### src/rtl/ame_num_denormal_pkg.sv
// ame_pkg: shared FSM state type and saturation constants for ame_num_denormal.
// No ports; imported by the interface users and the top.
package ame_pkg;
    typedef enum logic [1:0] {IDLE, SHIFT, DONE} state_t;
    localparam logic [63:0] SAT_POS = 64'h7FFF_FFFF_FFFF_FFFF;
    localparam logic [63:0] SAT_NEG = 64'h8000_0000_0000_0000;
endpackage

### src/rtl/ame_num_denormal_if.sv
// ame_num_denormal_if: request/result bundle of the sign-magnitude left shifter.
// Requester side: comp_init_i, comp_shift_i, comp_data_i.
// Result side: comp_data_o, comp_busy_o, comp_done_o, comp_ovf_o.
interface ame_num_denormal_if #(parameter int COMP_DATA_BITS = 64);
    logic                              comp_init_i;
    logic [$clog2(COMP_DATA_BITS)-1:0] comp_shift_i;
    logic [COMP_DATA_BITS-1:0]         comp_data_i;
    logic [COMP_DATA_BITS-1:0]         comp_data_o;
    logic                              comp_busy_o;
    logic                              comp_done_o;
    logic                              comp_ovf_o;
    modport master (output comp_init_i, comp_shift_i, comp_data_i,
                    input  comp_data_o, comp_busy_o, comp_done_o, comp_ovf_o);
    modport slave  (input  comp_init_i, comp_shift_i, comp_data_i,
                    output comp_data_o, comp_busy_o, comp_done_o, comp_ovf_o);
endinterface

### src/rtl/ame_num_denormal_sla_stage_64b.sv
// sla_stage_64b: one conditional left shift of a 64-bit magnitude by 2^k.
// i_mag/i_k/i_en in; o_mag shifted value, o_ovf set when any of the top 2^k bits are lost.
module sla_stage_64b (
    input  logic [63:0] i_mag,
    input  logic [2:0]  i_k,
    input  logic        i_en,
    output logic [63:0] o_mag,
    output logic        o_ovf
);
    logic [6:0] w_amt;
    assign w_amt = 7'd1 << i_k;
    assign o_mag = i_en ? i_mag << w_amt : i_mag;
    assign o_ovf = i_en && ((i_mag >> (7'd64 - w_amt)) != '0);
endmodule

### src/rtl/ame_num_denormal.sv
// ame_num_denormal: saturating sign-magnitude left shift, one shift-amount bit per cycle.
// clk_i/rst_i: clock and async active-high reset; bus: slave side of ame_num_denormal_if.
module ame_num_denormal
    import ame_pkg::*;
#(
    parameter int COMP_DATA_BITS = 64
) (
    input  logic                 clk_i,
    input  logic                 rst_i,
    ame_num_denormal_if.slave    bus
);
    localparam int SW = $clog2(COMP_DATA_BITS);
    state_t                    r_state;
    logic                      r_sign;
    logic [COMP_DATA_BITS-1:0] r_mag;
    logic [SW-1:0]             r_shift;
    logic [2:0]                r_stage;
    logic                      r_sticky;
    logic                      r_fin;
    logic [COMP_DATA_BITS-1:0] r_data;
    logic                      r_ovf;
    logic                      r_done;
    logic [7:0]                w_bits;
    logic [63:0]               w_stage_mag;
    logic                      w_stage_ovf;
    logic                      w_ovf;
    logic [COMP_DATA_BITS-1:0] w_res;

    assign w_bits = {{(8-SW){1'b0}}, r_shift};

    sla_stage_64b u_stage (
        .i_mag (r_mag),
        .i_k   (r_stage),
        .i_en  (r_state == SHIFT && w_bits[r_stage]),
        .o_mag (w_stage_mag),
        .o_ovf (w_stage_ovf)
    );

    // A negative result may reach exactly 2^63; any other set MSB is out of range.
    assign w_ovf = r_sticky | (r_mag[COMP_DATA_BITS-1] & ~(r_sign & r_mag == SAT_NEG));
    assign w_res = w_ovf ? (r_sign ? SAT_NEG : SAT_POS) : (r_sign ? -r_mag : r_mag);

    // r_fin delays publication by one cycle so done lands on the same edge
    // that can accept the next request, giving one op per 8 cycles.
    always_ff @(posedge clk_i or posedge rst_i) begin
        if (rst_i) begin
            r_state  <= IDLE;
            r_sign   <= 1'b0;
            r_mag    <= '0;
            r_shift  <= '0;
            r_stage  <= '0;
            r_sticky <= 1'b0;
            r_fin    <= 1'b0;
            r_data   <= '0;
            r_ovf    <= 1'b0;
            r_done   <= 1'b0;
        end else begin
            r_done <= r_fin;
            r_fin  <= r_state == DONE;
            if (r_fin) begin
                r_data <= w_res;
                r_ovf  <= w_ovf;
            end
            case (r_state)
                IDLE: if (bus.comp_init_i) begin
                    r_sign   <= bus.comp_data_i[COMP_DATA_BITS-1];
                    r_mag    <= bus.comp_data_i[COMP_DATA_BITS-1] ? -bus.comp_data_i : bus.comp_data_i;
                    r_shift  <= bus.comp_shift_i;
                    r_stage  <= '0;
                    r_sticky <= 1'b0;
                    r_state  <= SHIFT;
                end
                SHIFT: begin
                    r_mag    <= w_stage_mag;
                    r_sticky <= r_sticky | w_stage_ovf;
                    r_stage  <= r_stage + 3'd1;
                    r_state  <= r_stage == 3'd5 ? DONE : SHIFT;
                end
                DONE:    r_state <= IDLE;
                default: r_state <= IDLE;
            endcase
        end
    end

    assign bus.comp_data_o = r_data;
    assign bus.comp_ovf_o  = r_ovf;
    assign bus.comp_done_o = r_done;
    assign bus.comp_busy_o = r_state != IDLE;
endmodule

### src/flat_wrapper.sv
// flat-port wrapper written by rule: the top's interface ports become plain ports
module ame_num_denormal_flat import ame_pkg::*;
#(
    parameter int COMP_DATA_BITS = 64
)
  (clk_i, rst_i, bus_comp_init_i, bus_comp_shift_i, bus_comp_data_i, bus_comp_data_o, bus_comp_busy_o, bus_comp_done_o, bus_comp_ovf_o);
  ame_num_denormal_if #(.COMP_DATA_BITS(COMP_DATA_BITS)) bus_i ();
  input  logic clk_i;
  input  logic rst_i;
  input wire logic [$bits(bus_i.comp_init_i)-1:0] bus_comp_init_i;
  input wire logic [$bits(bus_i.comp_shift_i)-1:0] bus_comp_shift_i;
  input wire logic [$bits(bus_i.comp_data_i)-1:0] bus_comp_data_i;
  output wire logic [$bits(bus_i.comp_data_o)-1:0] bus_comp_data_o;
  output wire logic [$bits(bus_i.comp_busy_o)-1:0] bus_comp_busy_o;
  output wire logic [$bits(bus_i.comp_done_o)-1:0] bus_comp_done_o;
  output wire logic [$bits(bus_i.comp_ovf_o)-1:0] bus_comp_ovf_o;
  assign bus_i.comp_init_i = bus_comp_init_i;
  assign bus_i.comp_shift_i = bus_comp_shift_i;
  assign bus_i.comp_data_i = bus_comp_data_i;
  assign bus_comp_data_o = bus_i.comp_data_o;
  assign bus_comp_busy_o = bus_i.comp_busy_o;
  assign bus_comp_done_o = bus_i.comp_done_o;
  assign bus_comp_ovf_o = bus_i.comp_ovf_o;
  ame_num_denormal #(.COMP_DATA_BITS(COMP_DATA_BITS)) u_core (.clk_i(clk_i), .rst_i(rst_i), .bus(bus_i));
endmodule
### config.mk
export PLATFORM = sky130hd
export DESIGN_NAME = ame_num_denormal_flat
export DESIGN_NICKNAME = d
export VERILOG_FILES = /design/src/rtl/ame_num_denormal_pkg.sv /design/src/rtl/ame_num_denormal_if.sv /design/src/rtl/ame_num_denormal_sla_stage_64b.sv /design/src/rtl/ame_num_denormal.sv /design/src/flat_wrapper.sv
export SDC_FILE = /design/constraint.sdc
export NUM_CORES = 1
export LEC_CHECK = 0
export CORE_ASPECT_RATIO = 1.25
export CORE_MARGIN = 2
export CORE_UTILIZATION = 55
export CTS_CLUSTER_DIAMETER = 40
export CTS_CLUSTER_SIZE = 24
export DETAILED_ROUTE_END_ITERATION = 8
export PLACE_DENSITY = 0.77
export SYNTH_ARGS = -nofsm -noshare
export SYNTH_HDL_FRONTEND = slang
export SYNTH_SLANG_ARGS = --single-unit
### constraint.sdc
create_clock -name clk_i -period 9.15 [get_ports clk_i]
set_input_delay 1.83 -clock clk_i [delete_from_list [all_inputs] [get_ports clk_i]]
set_output_delay 1.83 -clock clk_i [all_outputs]
set_load 0.1 [all_outputs]
==> results.yml, run 1 <==
final_layout:
  nNetsFinal: 1962
  seqCellArea_um2: 3610
  multiInputGateArea_um2: 10800
  areaGrowthSynthToFinish_pct: 12.5
  n_antenna_cell: 0
  nFillCells: 2428
  layout-drive-gt1-share: 0.112
  fin_util: 0.628
  fin_cells: 2244
cts:
  numCtsBuffers: 17
  clockBufferDepth: 2
  ctsResizeCount: 0
  clk_latency_ns: 0.45
  clkSinkCount: 144
  cts-root-buf: "clkbuf_16"
  hold_buffers: 0
  post-cts-setup-buffer-count: 0
  clk_pin_slew_ns: 0.07
  cts_tree: "built"
  htreeDepth: 4
detailed_routing:
  m1WireLength_um: 22000
  ant_nets: 0
  vias: 16300
  post_drt_wl_per_cell_um: 25.7
  wl_met2_um: 26500
  route.met3.wl_um: 5530
  drt_drc_violations_left: 0
  first_pass_iters: 6
  routed.top_layer: "met4"
  drt-initial-drc-count: 2099
  routed_wl_um: 57700
  viasPerCell: 7.27
logic_synthesis:
  yosysSeqAreaShare: 0.233
  synthCells: 1898
  yosys-top-cells-area: "dfrtp_1, mux4_2, mux2i_1, a21oi_1, o21ai_0"
  synthFlopType: "dfrtp_1"
  yosysWarnings: 0
  synth_fp_nets: 1979
  synth_top_area_frac: 0.233
  synth_edf_count: 0
  postSynthAreaPerCell_um2: 8.13
  synth.cell_area_um2: 15400
  ys_types: 85
  synth_top_cells_by_count: "clkbuf_1, nand2_1, a21oi_1"
  async_reset_ff_frac: 1.00
  synth_largest_area_cell: "dfrtp_1"
  synth-seq-cells: 144
placed_design:
  io_buffers: 139
  dp.cells: 2212
  routabilityCongestion: 1.03
  hpwl_um: 41500
worst_setup_path:
  cp_cell_sequence: "inv_1, ha_1, nand2b_2, buf_4, ha_1, xnor2_2, buf_4, mux4_2, nor2_1, nand2_1, a2111oi_0, o22ai_1, a211oi_1, o311ai_0"
  cp.arrival_ns: 5.78
  cp-end-kind: "flip-flop"
  startpoint_type: "flip-flop"
  cp_slowest_cell: "xnor2_2"
  slowest_delay_ns: 0.91
  worstSetupPathType: "flip-flop to flip-flop"
  reg2reg_to: "u_core.r_sticky$_DFFE_PP0P_"
  required_ns: 9.45
  r2r_slack_ns: 3.67
  ff2ff_path_depth: 14
  crit_fanout: 61
  regToRegStartpoint: "u_core.r_stage[1]$_DFFE_PP0P_"
grt:
  grt_usage: 0.390
  grt.overflow.total: 0
  grt_max_degree: 88
  grt_pass1_wl_um: 89000
  antenna_found_initial: 0
  grt_pass1_vias: 15400
hold_path:
  hold_end: "u_core.r_shift[2]$_DFFE_PP0P_"
  hold_class: "flip-flop to flip-flop"
  min_delay_path_depth: 2
  hp-start: "u_core.r_shift[2]$_DFFE_PP0P_"
timing:
  finalHoldViolCount: 0
  final_max_slew_viol_count: 0
  rsz0062_at_grt: "false"
  setup_total_negative_slack_ns: 0
  fin_crit_sh: 0.599
  setup_violations: 0
  finalCriticalPeriod_ns: 5.48
  skew_ns: 0.0165
  fmax_mhz: 183
  slew_headroom: 0.139
  worstMarginPinSlew_ns: 1.29
run_status:
  outcome: "finished clean"
die:
  rows: 68
  dieHeight_um: 191
  core_um2: 27700
  dieWidth_um: 154
  die-area_um2: 29400
  initial_utilization: 0.558
  ios: 140
job:
  max_cap_viol_count: 0
-- metal layers --
metal  track usage  up-vias
li1              -     7148
met1         0.504     7801
met2         0.628     1151
met3        0.0589      219
met4         0.223        0
met5             0        -
-- cells in the final DEF (no fill, tap or decap), types with 9 or more instances in the layout --
| master | synthesis | routed |
|---|---|---|
| o2bb2ai_1 | 12 | 12 |
| mux2_2 | 26 | 26 |
| clkdlybuf4s50_1 | 0 | 138 |
| a221oi_1 | 16 | 16 |
| o221ai_1 | 40 | 40 |
| and2_1 | 9 | 9 |
| nand3_1 | 34 | 34 |
| o21a_1 | 30 | 30 |
| and3b_1 | 16 | 16 |
| buf_4 | 0 | 39 |
| mux2i_1 | 117 | 117 |
| dfrtp_1 | 144 | 142 |
| xor2_1 | 24 | 24 |
| mux4_2 | 71 | 71 |
| a211oi_1 | 29 | 29 |
| o31ai_1 | 29 | 29 |
| o211ai_1 | 17 | 17 |
| nor2_1 | 123 | 122 |
| a2111oi_0 | 9 | 9 |
| or3_1 | 21 | 21 |
| clkbuf_16 | 0 | 17 |
| a22oi_1 | 11 | 11 |
| a21o_1 | 11 | 11 |
| nor4_1 | 17 | 17 |
| nand2_1 | 172 | 171 |
| nand2b_1 | 19 | 17 |
| nor3_1 | 48 | 48 |
| xnor2_1 | 45 | 43 |
| or4_1 | 15 | 15 |
| o41ai_1 | 10 | 10 |
| inv_1 | 60 | 57 |
| a31oi_1 | 38 | 38 |
| o21ai_0 | 139 | 139 |
| a21oi_1 | 170 | 168 |
| a2bb2oi_1 | 9 | 9 |
| a32oi_1 | 9 | 9 |
| o22ai_1 | 15 | 15 |
-- flip-flops by register name (all words and copies together), names as in the netlist, 2 cells and up --
signal	cells
u_core.r_mag	64
u_core.r_state	2
u_core.r_stage	3
u_core.bus.comp_data_o	64
u_core.r_shift	6
-- final cells by class --
cell class                 instances  area share
tap                              350      0.0252
multi-input combinational       1477       0.620
clock inverter                    13      0.0106
clock buffer                      19      0.0261
sequential                       144       0.208
timing repair buffer             178      0.0967
inverter                          63      0.0141
-- cells by family (layout without fill, tap and decap cells) --
logic type      after synthesis  in the layout  share of synthesized area
xor+xnor                     69             69                     0.0392
buf+inv                     277            273                     0.0725
mux                         214            214                      0.198
simple gates                537            537                      0.173
compound gates              649            649                      0.277
flops                       144            144                      0.233
fa+ha+maj                     8              8                    0.00648
-- stage by stage --
stage          instance area, µm²  hold WS [ns]  setup WS (ns)
3_3_place_gp                16700         0.460           3.69
3_5_place_dp                16700         0.464           3.66
2_1_floorplan               15400         0.352           3.45
6_report                    17400         0.478           3.67
5_1_grt                     17400         0.493           3.36
4_1_cts                     17400         0.480           3.76
-- worst max path at each step --
stage	start	end	slack, ns	depth (start not counted)
floorplan	rst_i	u_core.bus.comp_data_o[0]$_DFFE_PP0P_	3.45	1
global placement	bus_comp_data_i[10]	u_core.r_mag[61]$_DFFE_PP0P_	3.69	10
detailed placement	bus_comp_data_i[10]	u_core.r_mag[61]$_DFFE_PP0P_	3.66	10
CTS	u_core.r_stage[1]$_DFFE_PP0P_	u_core.r_sticky$_DFFE_PP0P_	3.76	14
global route	u_core.r_stage[1]$_DFFE_PP0P_	u_core.r_sticky$_DFFE_PP0P_	3.36	14
finish	u_core.r_stage[1]$_DFFE_PP0P_	u_core.r_sticky$_DFFE_PP0P_	3.67	14
-- critical path: cells and delay by family (launching register included) --
family,cells,cell delay [ns]
flops,1,0.40
xor+xnor,1,0.91
buf+inv,3,0.94
mux,1,0.58
simple gates,3,0.26
fa+ha+maj,2,1.04
compound gates,4,1.18
Power of run 1 is left out: the tool's default activity adds up to more than one toggle a clock period on the data nets, which glitch-free logic cannot reach.
==> run 2: changes to the inputs <==
==> constraint.sdc (replaced) <==
create_clock -name clk_i -period 5.5 [get_ports clk_i]
set_input_delay 1.1 -clock clk_i [delete_from_list [all_inputs] [get_ports clk_i]]
set_output_delay 1.1 -clock clk_i [all_outputs]
set_load 0.1 [all_outputs]
==> run 2 against run 1 <==
  * Final area rose by 0.19%
  * Flip-flop and latch count did not move
  * Critical path depth did not move
  * Critical endpoint unchanged
  * Clock skew fell by 0.0050 ns
==> results.yml, run 2 (same netlist as run 1, synthesis figures left out) <==
placed_design:
  routabilityCongestion: 1.06
  io_buffers: 139
  hpwl_um: 40500
worst_setup_path:
  startpoint_type: "flip-flop"
  cp_cell_sequence: "inv_1, ha_1, nor2b_4, inv_4, ha_1, xnor2_2, buf_4, mux2_2, mux2i_1, nand4b_1, a2111oi_0, o22ai_1, a211oi_1, o311ai_0"
  crit_family: "compound AO/OA/AOI/OAI gates"
  crit_top_cell: "ha_1"
  timing.critical_path.buf_inv: 3
  required_ns: 5.80
  regToRegStartpoint: "u_core.r_stage[0]$_DFFE_PP0P_"
  cp.arrival_ns: 4.78
  worstSetupPathType: "flip-flop to flip-flop"
  reg2reg_to: "u_core.r_sticky$_DFFE_PP0P_"
  r2r_slack_ns: 1.02
  crit_fanout: 17
  cp_slowest_cell: "xnor2_2"
  ff2ff_path_depth: 14
  slowest_delay_ns: 0.77
  cp-end-kind: "flip-flop"
job:
  max_cap_viol_count: 0
cts:
  clk_latency_ns: 0.44
  cts-root-buf: "clkbuf_16"
  hold_buffers: 0
  htreeDepth: 4
  clk_pin_slew_ns: 0.07
  numCtsBuffers: 17
  clkSinkCount: 144
  post-cts-setup-buffer-count: 0
  ctsResizeCount: 0
  cts_tree: "built"
  clockBufferDepth: 2
detailed_routing:
  ant_nets: 0
  routed_wl_um: 56000
  post_drt_wl_per_cell_um: 24.8
  drt_drc_violations_left: 0
  vias: 16200
  drt-initial-drc-count: 2188
  viasPerCell: 7.16
  first_pass_iters: 7
grt:
  grt_max_degree: 110
  grt_pass1_vias: 15300
  antenna_found_initial: 0
  grt_pass1_wl_um: 87000
  grt.overflow.total: 0
  grt_usage: 0.380
final_layout:
  mostFrequentLayoutCell: "nand2_1"
  areaGrowthSynthToFinish_pct: 12.7
  layout-drive-gt1-share: 0.119
  multiInputGateArea_um2: 10800
  nFillCells: 2462
  most-common-layout-cells: "nand2_1, a21oi_1, dfrtp_1"
  seqCellArea_um2: 3610
  n_antenna_cell: 0
  nNetsFinal: 1981
timing:
  final_max_slew_viol_count: 0
  setup_violations: 0
  skew_ns: 0.0116
  finalCriticalPeriod_ns: 4.48
  rsz0062_at_grt: "false"
  slew_headroom: 0.300
  fin_crit_sh: 0.815
  worstMarginPinSlew_ns: 1.05
  finalHoldViolCount: 0
  fmax_mhz: 223
  setup_total_negative_slack_ns: 0
hold_path:
  min_delay_path_depth: 1
  hold_class: "flip-flop to flip-flop"
  hold_end: "u_core.r_fin$_DFF_PP0_"
  hp-start: "u_core.r_state[0]$_DFFE_PP0N_"
die:
  ios: 140
  dieHeight_um: 191
  rows: 68
  core_um2: 27700
  dieWidth_um: 154
  initial_utilization: 0.558
  die-area_um2: 29400
run_status:
  outcome: "finished clean"
## run 2: routing by layer
layer / vias to the layer above / global-route usage / share of wire
met4: 0 / 0.206 / 0.060
li1: 7191 / - / -
met3: 210 / 0.0762 / 0.11
met2: 1163 / 0.607 / 0.45
met5: - / 0 / 0
met1: 7628 / 0.486 / 0.38
## run 2: cell type report
class | count | share of cell area
multi-input cells | 1477 | 0.618
flip-flops and latches | 144 | 0.207
repair buffers | 197 | 0.105
clock buffers | 21 | 0.0259
well taps | 350 | 0.0252
inverters | 63 | 0.0140
clock inverters | 11 | 0.00388
## run 2: worst max-delay path by stage
stage	cells after the start	start	slack, ns	end
finish	14	u_core.r_stage[0]$_DFFE_PP0P_	1.02	u_core.r_sticky$_DFFE_PP0P_
detailed placement	10	bus_comp_data_i[10]	0.73	u_core.r_mag[61]$_DFFE_PP0P_
global placement	10	bus_comp_data_i[10]	0.78	u_core.r_mag[61]$_DFFE_PP0P_
CTS	14	u_core.r_stage[0]$_DFFE_PP0P_	1.06	u_core.r_sticky$_DFFE_PP0P_
global route	14	u_core.r_stage[0]$_DFFE_PP0P_	0.84	u_core.r_sticky$_DFFE_PP0P_
floorplan	1	rst_i	0.53	u_core.bus.comp_data_o[0]$_DFFE_PP0P_
## run 2: stage by stage
stage | worst slack (ns) | instance area [µm²] | hold slack (ns) | utilization | instances
floorplan | 0.534 | 15400 | 0.352 | - | 1898
global placement | 0.780 | 16900 | 0.446 | 0.610 | 2231
detailed placement | 0.731 | 16900 | 0.468 | 0.610 | 2231
CTS | 1.06 | 17400 | 0.475 | 0.629 | 2263
global route | 0.842 | 17400 | 0.495 | 0.629 | 2263
finish | 1.02 | 17400 | 0.476 | 0.629 | 2263
## run 2: worst register-to-register path, stage by stage, from the launching register on
cell and delay, ns:
dfrtp_1 0.47, inv_1 0.12, ha_1 0.18, nor2b_4 0.18, inv_4 0.05, ha_1 0.43
xnor2_2 0.78, buf_4 0.36, mux2_2 0.37, mux2i_1 0.18, nand4b_1 0.12, a2111oi_0 0.54
o22ai_1 0.18, a211oi_1 0.25, o311ai_0 0.14
Power of run 2 is left out for the same reason.
